$ cat src/rtl/reg_dump_streamer.sv
// -----------------------------------------------------------------------------
// reg_dump_streamer
//
// Purpose:
//   On a start pulse, walks regs[0..REG_CNT-1] through a 1-cycle-latency
//   register read port and serializes them into a byte stream. The frame is:
//     SYNC_BYTE, then every register MSB byte first, then an XOR checksum
//     of the register bytes only. The sync header is not included in the
//     checksum.
//
// Parameters:
//   XLEN      width code; data width W = 1 << (XLEN + 4)  (1 -> 32b, 2 -> 64b)
//   REG_CNT   number of registers dumped (at most 32)
//   SYNC_BYTE frame header byte
//
// Ports:
//   i_clk          system clock, all logic on the rising edge
//   i_rst          synchronous active-high reset; aborts any frame in flight
//   i_start        dump request, only looked at in IDLE
//   o_busy         high from the cycle after start acceptance until DONE
//   o_done         one-cycle pulse after the checksum byte is accepted
//   o_reg_rd_en    register read strobe
//   o_reg_addr     register index to read (0 whenever o_reg_rd_en is low)
//   i_reg_rd_data  read data, valid the cycle after o_reg_rd_en
//   o_byte_valid   stream byte valid
//   o_byte_data    stream byte
//   o_byte_last    marks the checksum byte (last byte of the frame)
//   i_byte_ready   sink ready
//   o_dbg_state    current FSM state encoding (see state_e)
//
// Handshake: a byte moves only on a clock edge where o_byte_valid and
// i_byte_ready are both high. Once valid is raised, data and last are driven
// purely from registers that only change on acceptance, so they hold stable
// until the byte is taken; valid only drops without acceptance on reset.
// Ready may stay low indefinitely.
// -----------------------------------------------------------------------------
module reg_dump_streamer #(
  parameter int         XLEN      = 1,
  parameter int         REG_CNT   = 32,
  parameter logic [7:0] SYNC_BYTE = 8'hA5
) (
  input  logic                        i_clk,
  input  logic                        i_rst,
  input  logic                        i_start,
  output logic                        o_busy,
  output logic                        o_done,
  output logic                        o_reg_rd_en,
  output logic [4:0]                  o_reg_addr,
  input  logic [(1 << (XLEN+4))-1:0]  i_reg_rd_data,
  output logic                        o_byte_valid,
  output logic [7:0]                  o_byte_data,
  output logic                        o_byte_last,
  input  logic                        i_byte_ready,
  output logic [2:0]                  o_dbg_state
);

  localparam int         W        = 1 << (XLEN + 4);
  localparam int         NB       = W / 8;
  localparam logic [3:0] NB_CNT   = 4'(NB);
  localparam logic [4:0] IDX_LAST = 5'(REG_CNT - 1);

  typedef enum logic [2:0] {
    S_IDLE = 3'd0,
    S_HDR  = 3'd1,
    S_RD   = 3'd2,
    S_CAP  = 3'd3,
    S_SEND = 3'd4,
    S_CSUM = 3'd5,
    S_DONE = 3'd6
  } state_e;

  state_e         state_q, state_d;
  logic [4:0]     idx_q, idx_d;
  logic [3:0]     cnt_q, cnt_d;
  logic [7:0]     csum_q, csum_d;
  logic [W-1:0]   shift_q, shift_d;

  logic           send_fire;
  logic           reg_last_byte;

  assign send_fire     = (state_q == S_SEND) && i_byte_ready;
  assign reg_last_byte = (cnt_q == 4'd1);

  // ---------------------------------------------------------------------------
  // State and datapath registers
  // ---------------------------------------------------------------------------
  always_ff @(posedge i_clk) begin
    if (i_rst) begin
      state_q <= S_IDLE;
      idx_q   <= '0;
      cnt_q   <= '0;
      csum_q  <= '0;
      shift_q <= '0;
    end else begin
      state_q <= state_d;
      idx_q   <= idx_d;
      cnt_q   <= cnt_d;
      csum_q  <= csum_d;
      shift_q <= shift_d;
    end
  end

  // ---------------------------------------------------------------------------
  // Next-state logic
  // ---------------------------------------------------------------------------
  always_comb begin
    state_d = state_q;
    case (state_q)
      S_IDLE: if (i_start) state_d = S_HDR;
      S_HDR:  if (i_byte_ready) state_d = S_RD;
      S_RD:   state_d = S_CAP;
      S_CAP:  state_d = S_SEND;
      S_SEND: begin
        if (send_fire && reg_last_byte) begin
          state_d = (idx_q == IDX_LAST) ? S_CSUM : S_RD;
        end
      end
      S_CSUM: if (i_byte_ready) state_d = S_DONE;
      S_DONE: state_d = S_IDLE;
      default: state_d = S_IDLE;
    endcase
  end

  // ---------------------------------------------------------------------------
  // Datapath next values
  // ---------------------------------------------------------------------------
  always_comb begin
    idx_d   = idx_q;
    cnt_d   = cnt_q;
    csum_d  = csum_q;
    shift_d = shift_q;
    case (state_q)
      S_IDLE: begin
        if (i_start) begin
          idx_d  = '0;
          csum_d = '0;
        end
      end
      S_CAP: begin
        shift_d = i_reg_rd_data;
        cnt_d   = NB_CNT;
      end
      S_SEND: begin
        if (send_fire) begin
          csum_d  = csum_q ^ shift_q[W-1 -: 8];
          shift_d = shift_q << 8;
          cnt_d   = cnt_q - 4'd1;
          // Index stops at the last register instead of wrapping.
          if (reg_last_byte && (idx_q != IDX_LAST)) idx_d = idx_q + 5'd1;
        end
      end
      default: ;
    endcase
  end

  // ---------------------------------------------------------------------------
  // Outputs, decoded from the registered state only
  // ---------------------------------------------------------------------------
  always_comb begin
    o_busy       = 1'b0;
    o_done       = 1'b0;
    o_reg_rd_en  = 1'b0;
    o_reg_addr   = '0;
    o_byte_valid = 1'b0;
    o_byte_data  = '0;
    o_byte_last  = 1'b0;
    case (state_q)
      S_HDR: begin
        o_busy       = 1'b1;
        o_byte_valid = 1'b1;
        o_byte_data  = SYNC_BYTE;
      end
      S_RD: begin
        o_busy      = 1'b1;
        o_reg_rd_en = 1'b1;
        o_reg_addr  = idx_q;
      end
      S_CAP: o_busy = 1'b1;
      S_SEND: begin
        o_busy       = 1'b1;
        o_byte_valid = 1'b1;
        o_byte_data  = shift_q[W-1 -: 8];
      end
      S_CSUM: begin
        o_busy       = 1'b1;
        o_byte_valid = 1'b1;
        o_byte_last  = 1'b1;
        o_byte_data  = csum_q;
      end
      S_DONE: o_done = 1'b1;
      default: ;
    endcase
  end

  assign o_dbg_state = state_q;

endmodule
$ cat config.mk
export PLATFORM = sky130hd
export DESIGN_NAME = reg_dump_streamer
export DESIGN_NICKNAME = d
export VERILOG_FILES = /design/src/rtl/reg_dump_streamer.sv
export SDC_FILE = /design/constraint.sdc
export NUM_CORES = 1
export LEC_CHECK = 0
export ABC_AREA = 1
export CELL_PAD_IN_SITES_DETAIL_PLACEMENT = 0
export CELL_PAD_IN_SITES_GLOBAL_PLACEMENT = 1
export CORE_MARGIN = 4
export CORE_UTILIZATION = 36
export DETAILED_ROUTE_END_ITERATION = 12
export GPL_ROUTABILITY_DRIVEN = 0
export PLACE_DENSITY_LB_ADDON = 0.1
export SLEW_MARGIN = 40
export SYNTH_ARGS = -nofsm -noshare
export SYNTH_HDL_FRONTEND = slang
export SYNTH_SLANG_ARGS = --single-unit
$ cat constraint.sdc
create_clock -name i_clk -period 4.41 [get_ports i_clk]
set_clock_uncertainty 0.05 [all_clocks]
set_input_delay 1.323 -clock i_clk [delete_from_list [all_inputs] [get_ports i_clk]]
set_output_delay 1.323 -clock i_clk [all_outputs]
set_load 0.05 [all_outputs]
Yosys cells after proc, flatten, opt, wreduce, memory -nomap -nowiden
Index checks and enable logic that the tools add are counted.
{ "totals": {"latchBits": 0, "ramBits": 0, "in_bits": 36, "register_bits": 52, "memories": 0, "romBits": 0} }
{ "classes": {"n_mul": 0, "n_eq_ne": 15, "n_lt_le_gt_ge": 0, "div_mod_pow": 0, "mux": 24, "n_reduce_logical": 12, "bitwise_logic": 1, "shifts": 0, "add_sub_neg": 2} }
{ "ops": {"columns": ["cell", "count"], "rows": [
  ["32-bit case mux with 2 select lines", 1],
  ["32-bit 2-to-1 mux", 1],
  ["8-bit case mux with 3 select lines", 1],
  ["5-bit 2-to-1 mux", 4],
  ["3-bit case mux with 6 select lines", 1],
  ["8-bit 2-to-1 mux", 2],
  ["8-bit case mux with 2 select lines", 1],
  ["3-bit 2-to-1 mux", 5],
  ["5-bit case mux with 2 select lines", 1],
  ["3-bit == test, second input constant", 3],
  ["2-bit inequality test, second input constant", 4],
  ["4-bit case mux with 2 select lines", 1],
  ["4-bit AND reduction", 2],
  ["8-bit XOR", 1],
  ["3-bit by 2-bit == test with 1-bit output, second input constant", 2],
  ["5-bit by 1-bit adder with 5-bit output, second input constant", 1],
  ["5-bit == test, second input constant", 1],
  ["1-bit 2-to-1 mux", 5],
  ["5-bit inequality test, second input constant", 1],
  ["5-bit OR reduction", 1],
  ["4-bit by 1-bit == test with 1-bit output, second input constant", 1],
  ["4-bit 2-to-1 mux", 1],
  ["2-bit by 1-bit inequality test with 1-bit output, second input constant", 2],
  ["2-bit nonzero test", 2],
  ["other kinds (7)", 9]
]} }

Logic depth before layout (Yosys ltp)
{ "logic_depth": {"depth_word": 5, "depth_mapped": 11, "depth_no_buf": 11} }

Worst setup path after synthesis
No wires, ideal clock.
{ "synth_path": {"kind": "reg2out", "from": "register state_q[0] (netlist: o_dbg_state[0])", "to": "output o_byte_data[1]", "setup_slack_ps": 660, "t_required_ps": 3037, "t_arrival_ps": 2377, "stages_incl_launch_ff": 5, "path_buffers": 0, "cell_sequence": "dfxtp_1 inv_2 nor2_1 nand2_1 o21ai_0"} }
{ "synth_between": {"elab_chain_cells": 2, "word_cells_on_any_way": 4, "classes_between": "eq/ne: 3; mux: 1"} }
{ "synth_lines": {"columns": ["item", "line", "rtl"], "rows": [
  ["start, declared", "72", "state_e state_q, state_d;"],
  ["start signal, assigned", "95", "state_q <= state_d;"],
  ["3-bit == test / 3-bit by 1-bit == test with 1-bit output (equally long branches)", "167", "case (state_q)"],
  ["8-bit case mux with 3 select lines (*)", "167", null],
  ["end, declared", "51", "output logic [7:0] o_byte_data,"]
]} }
Mark *: on every way between the ends. The rest lies on a longest branch, timed or not.

Worst setup path after layout
{ "layout_path": {"from": "register state_q[0] (netlist: o_dbg_state[0])", "to": "output o_byte_data[6]"} }
Same word-level chain as after synthesis.

==> flow_metrics.py <==
metrics = {
    "finish": {
        "fin_cells": 553,
        "nNetsFinal": 493,
        "syn2layout_area_growth_pct": 24.12,
        "n_antenna_cell": 0,
        "layout-drive-gt1-share_pct": 6.167,
    },
    "critical_path": {
        "crit_path_max_fanout": 6,
        "critPathKind": "reg -> out",
        "worstPathRequired_ns": 3.04,
        "slowest_delay_ns": 0.80,
        "r2r_start": "o_dbg_state[1]",
        "worstRegToRegCells": 9,
        "reg2reg_slack_ns": 2.29,
        "end_kind": "output port",
        "worstPathArrival_ns": 2.39,
        "critPathSlowestCell": "clkdlybuf4s50_1",
        "reg2reg_to": "shift_q[11]",
        "cp_cell_sequence": "inv_2 -> nor2_1 -> nand2_1 -> inv_2 -> a22o_1 -> clkdlybuf4s50_1",
        "cp-start-kind": "flop",
        "path_common_cell": "inv_2",
    },
    "global_route": {
        "grt_pass1_wl_um": 11160,
        "antenna_found_initial": 0,
        "grt_overflow_total": 0,
        "grt_pass1_vias": 2404,
        "gr-usage-all-layers_pct": 15.43,
        "grt_start_max_net_pins": 34,
    },
    "sta": {
        "finalSetupViolations": 0,
        "slew_headroom_pct": 65.99,
        "rsz0062_at_grt": "false",
        "hold_viol": 0,
        "worst_pin_slew_ns": 0.5086,
        "fin_crit_ns": 3.764,
        "report.final.slew_viol_count": 0,
        "finalSetupTns_ns": 0,
        "fin_crit_sh_pct": 85.35,
        "hold_slack_ns": 0.4165,
        "clock.fmax_ghz": 0.2657,
    },
    "clock_tree": {
        "h-tree-depth": 2,
        "cts_sinks": 52,
        "cts_resized": 0,
        "cts_tree": "built",
        "cts_root_buf": "clkbuf_8",
        "clock_latency_ns": 0.30,
        "post_cts_buffers": 0,
        "cts_hold_buf": 0,
        "cts_buffers": 5,
        "cts.path.max_buffers": 2,
        "path_clk_slew_ns": 0.10,
    },
    "routing": {
        "first_pass_iters": 4,
        "via_per_inst": 4.611,
        "wl_um": 6466,
        "wl_per_cell_um": 11.69,
        "ant_nets": 0,
        "drc_errors": 0,
        "vias": 2550,
        "drt_iter0_drc": 98,
    },
    "min_path": {
        "min_path_type": "reg -> reg",
        "hold_depth": 2,
        "min_to": "shift_q[5]",
        "hp-start": "shift_q[5]",
    },
    "synthesis": {
        "postSynthAreaPerCell_um2": 6.648,
        "synthTopCellsByCount": "nand2_1, nor2_1, dfxtp_1",
        "yosysTopAreaCellShare_pct": 38.66,
        "synth_nets": 445,
        "async_flop_share_pct": 0,
        "post_synth_instance_area_um2": 2693,
        "synth_cell_types": 29,
        "synth_area_leaders": "dfxtp_1, nand2_1, nor2_1",
        "synth-main-ff-cell": "dfxtp_1",
        "yosysMostFrequentCell": "nand2_1",
        "ys.warnings.count": 0,
        "ys_seq_area_share_pct": 38.66,
        "syn_inst": 405,
        "synth_edf_count": 0,
        "synth_top_area_cell": "dfxtp_1",
        "synth_seq_cells": 52,
    },
    "power": {
        "leakagePower_nw": 1.444,
        "irDropWorstVdd_uv": 171.9,
        "powerDensity_nw_per_um2": 517.2,
        "total_power_mw": 1.728,
    },
    "floorplanning": {
        "num_rows": 31,
        "die_h_um": 94.49,
        "fp.dieW_um": 94.49,
        "core-area_um2": 7253,
        "ioPinCount": 57,
        "die-area_um2": 8927,
        "start_util_pct": 37.12,
    },
    "status": {
        "status": "completed",
    },
    "placement": {
        "port_buffers": 56,
        "dp.final_hpwl_um": 4580,
        "place_inst": 545,
    },
    "flow_run": {
        "cap_violations": 0,
    },
}
[placed cells by master, fill, tap and decap left out]
master and n:
inv_6 1, ha_1 4, nand4_1 1, a21oi_1 26, inv_4 2, xor2_1 1
nor2_2 2, o21ai_0 20, nor2_1 68, nand2_8 1, clkdlybuf4s50_1 56, o211ai_1 2
nand3_1 23, nand3b_1 1, inv_2 3, nand2_4 2, nor2_8 1, o21ai_2 1
buf_4 4, clkinv_2 2, nor3_1 2, nand2_1 138, clkbuf_8 6, nand2_2 3
a22o_1 2, o21ai_1 10, inv_1 20, dfxtp_1 52
[how the worst max path moves through the flow]
stage / startpoint / slack (ns) / end / cells past startpoint
finish: o_dbg_state[0] / 0.65 / o_byte_data[6] / 6
global route: o_dbg_state[0] / 0.46 / o_byte_data[6] / 6
CTS: o_dbg_state[0] / 0.60 / o_byte_data[6] / 6
detailed placement: o_dbg_state[0] / 0.95 / o_byte_data[6] / 6
global placement: o_dbg_state[0] / 1.01 / o_byte_data[6] / 6
floorplan: o_dbg_state[0] / 0.66 / o_byte_data[1] / 4
[cell type report]
type                            instances  area (µm²)
Tap cell                               99       123.9
Fill cell                             782        3911
Timing Repair Buffer                   60       590.6
Clock buffer                            6       82.58
Clock inverter                          2       10.01
Multi-Input combinational cell        308        1386
Inverter                               26       107.6
Sequential cell                        52        1041
[logic make-up (layout without fill, tap and decap cells)]
group / count (synthesis) / count (layout) / synth area share (%)
flip-flops: 52 / 52 / 38.66
buffers and inverters: 45 / 94 / 9.851
XOR/XNOR: 1 / 1 / 0.3253
AO/OA/AOI/OAI: 61 / 61 / 11.94
adder cells (fa/ha/maj): 4 / 4 / 1.859
AND/OR/NAND/NOR: 242 / 242 / 37.36
[metal layers]
layer	share of wire [%]	GRT usage, %	vias up
met5	0	0	-
met4	0.77	2.885	0
met2	47	25.53	42
li1	-	-	1376
met3	3.9	2.869	4
met1	48	21.13	1128
[critical path, delay by kind of cell (launching register included)]
family | cells | cell delay [ns]
AOI/OAI and AO/OA | 1 | 0.14
buffers and inverters | 3 | 1.04
DFF | 1 | 0.41
and+or+nand+nor | 2 | 0.50
[metrics by stage]
step	area (µm²)	worst slack (ns)	util, %
after floorplan	2693	0.6600	-
after global placement	3249	1.014	44.80
after detailed placement	3249	0.9493	44.80
after CTS	3342	0.5983	46.08
after global routing	3342	0.4615	46.08
final	3342	0.6461	46.08
[where the power goes]
part,switching (mW),internal [mW],total [mW]
clock network,0.155,0.126,0.281
registers,0.0814,0.572,0.653
logic,0.540,0.254,0.795
[flip-flops by register name (all words and copies together) (netlist names)]
signal / count
shift_q: 32
o_dbg_state: 3
idx_q: 5
csum_q: 8
cnt_q: 4
Note: power is estimated with default switching activity, not from simulation.
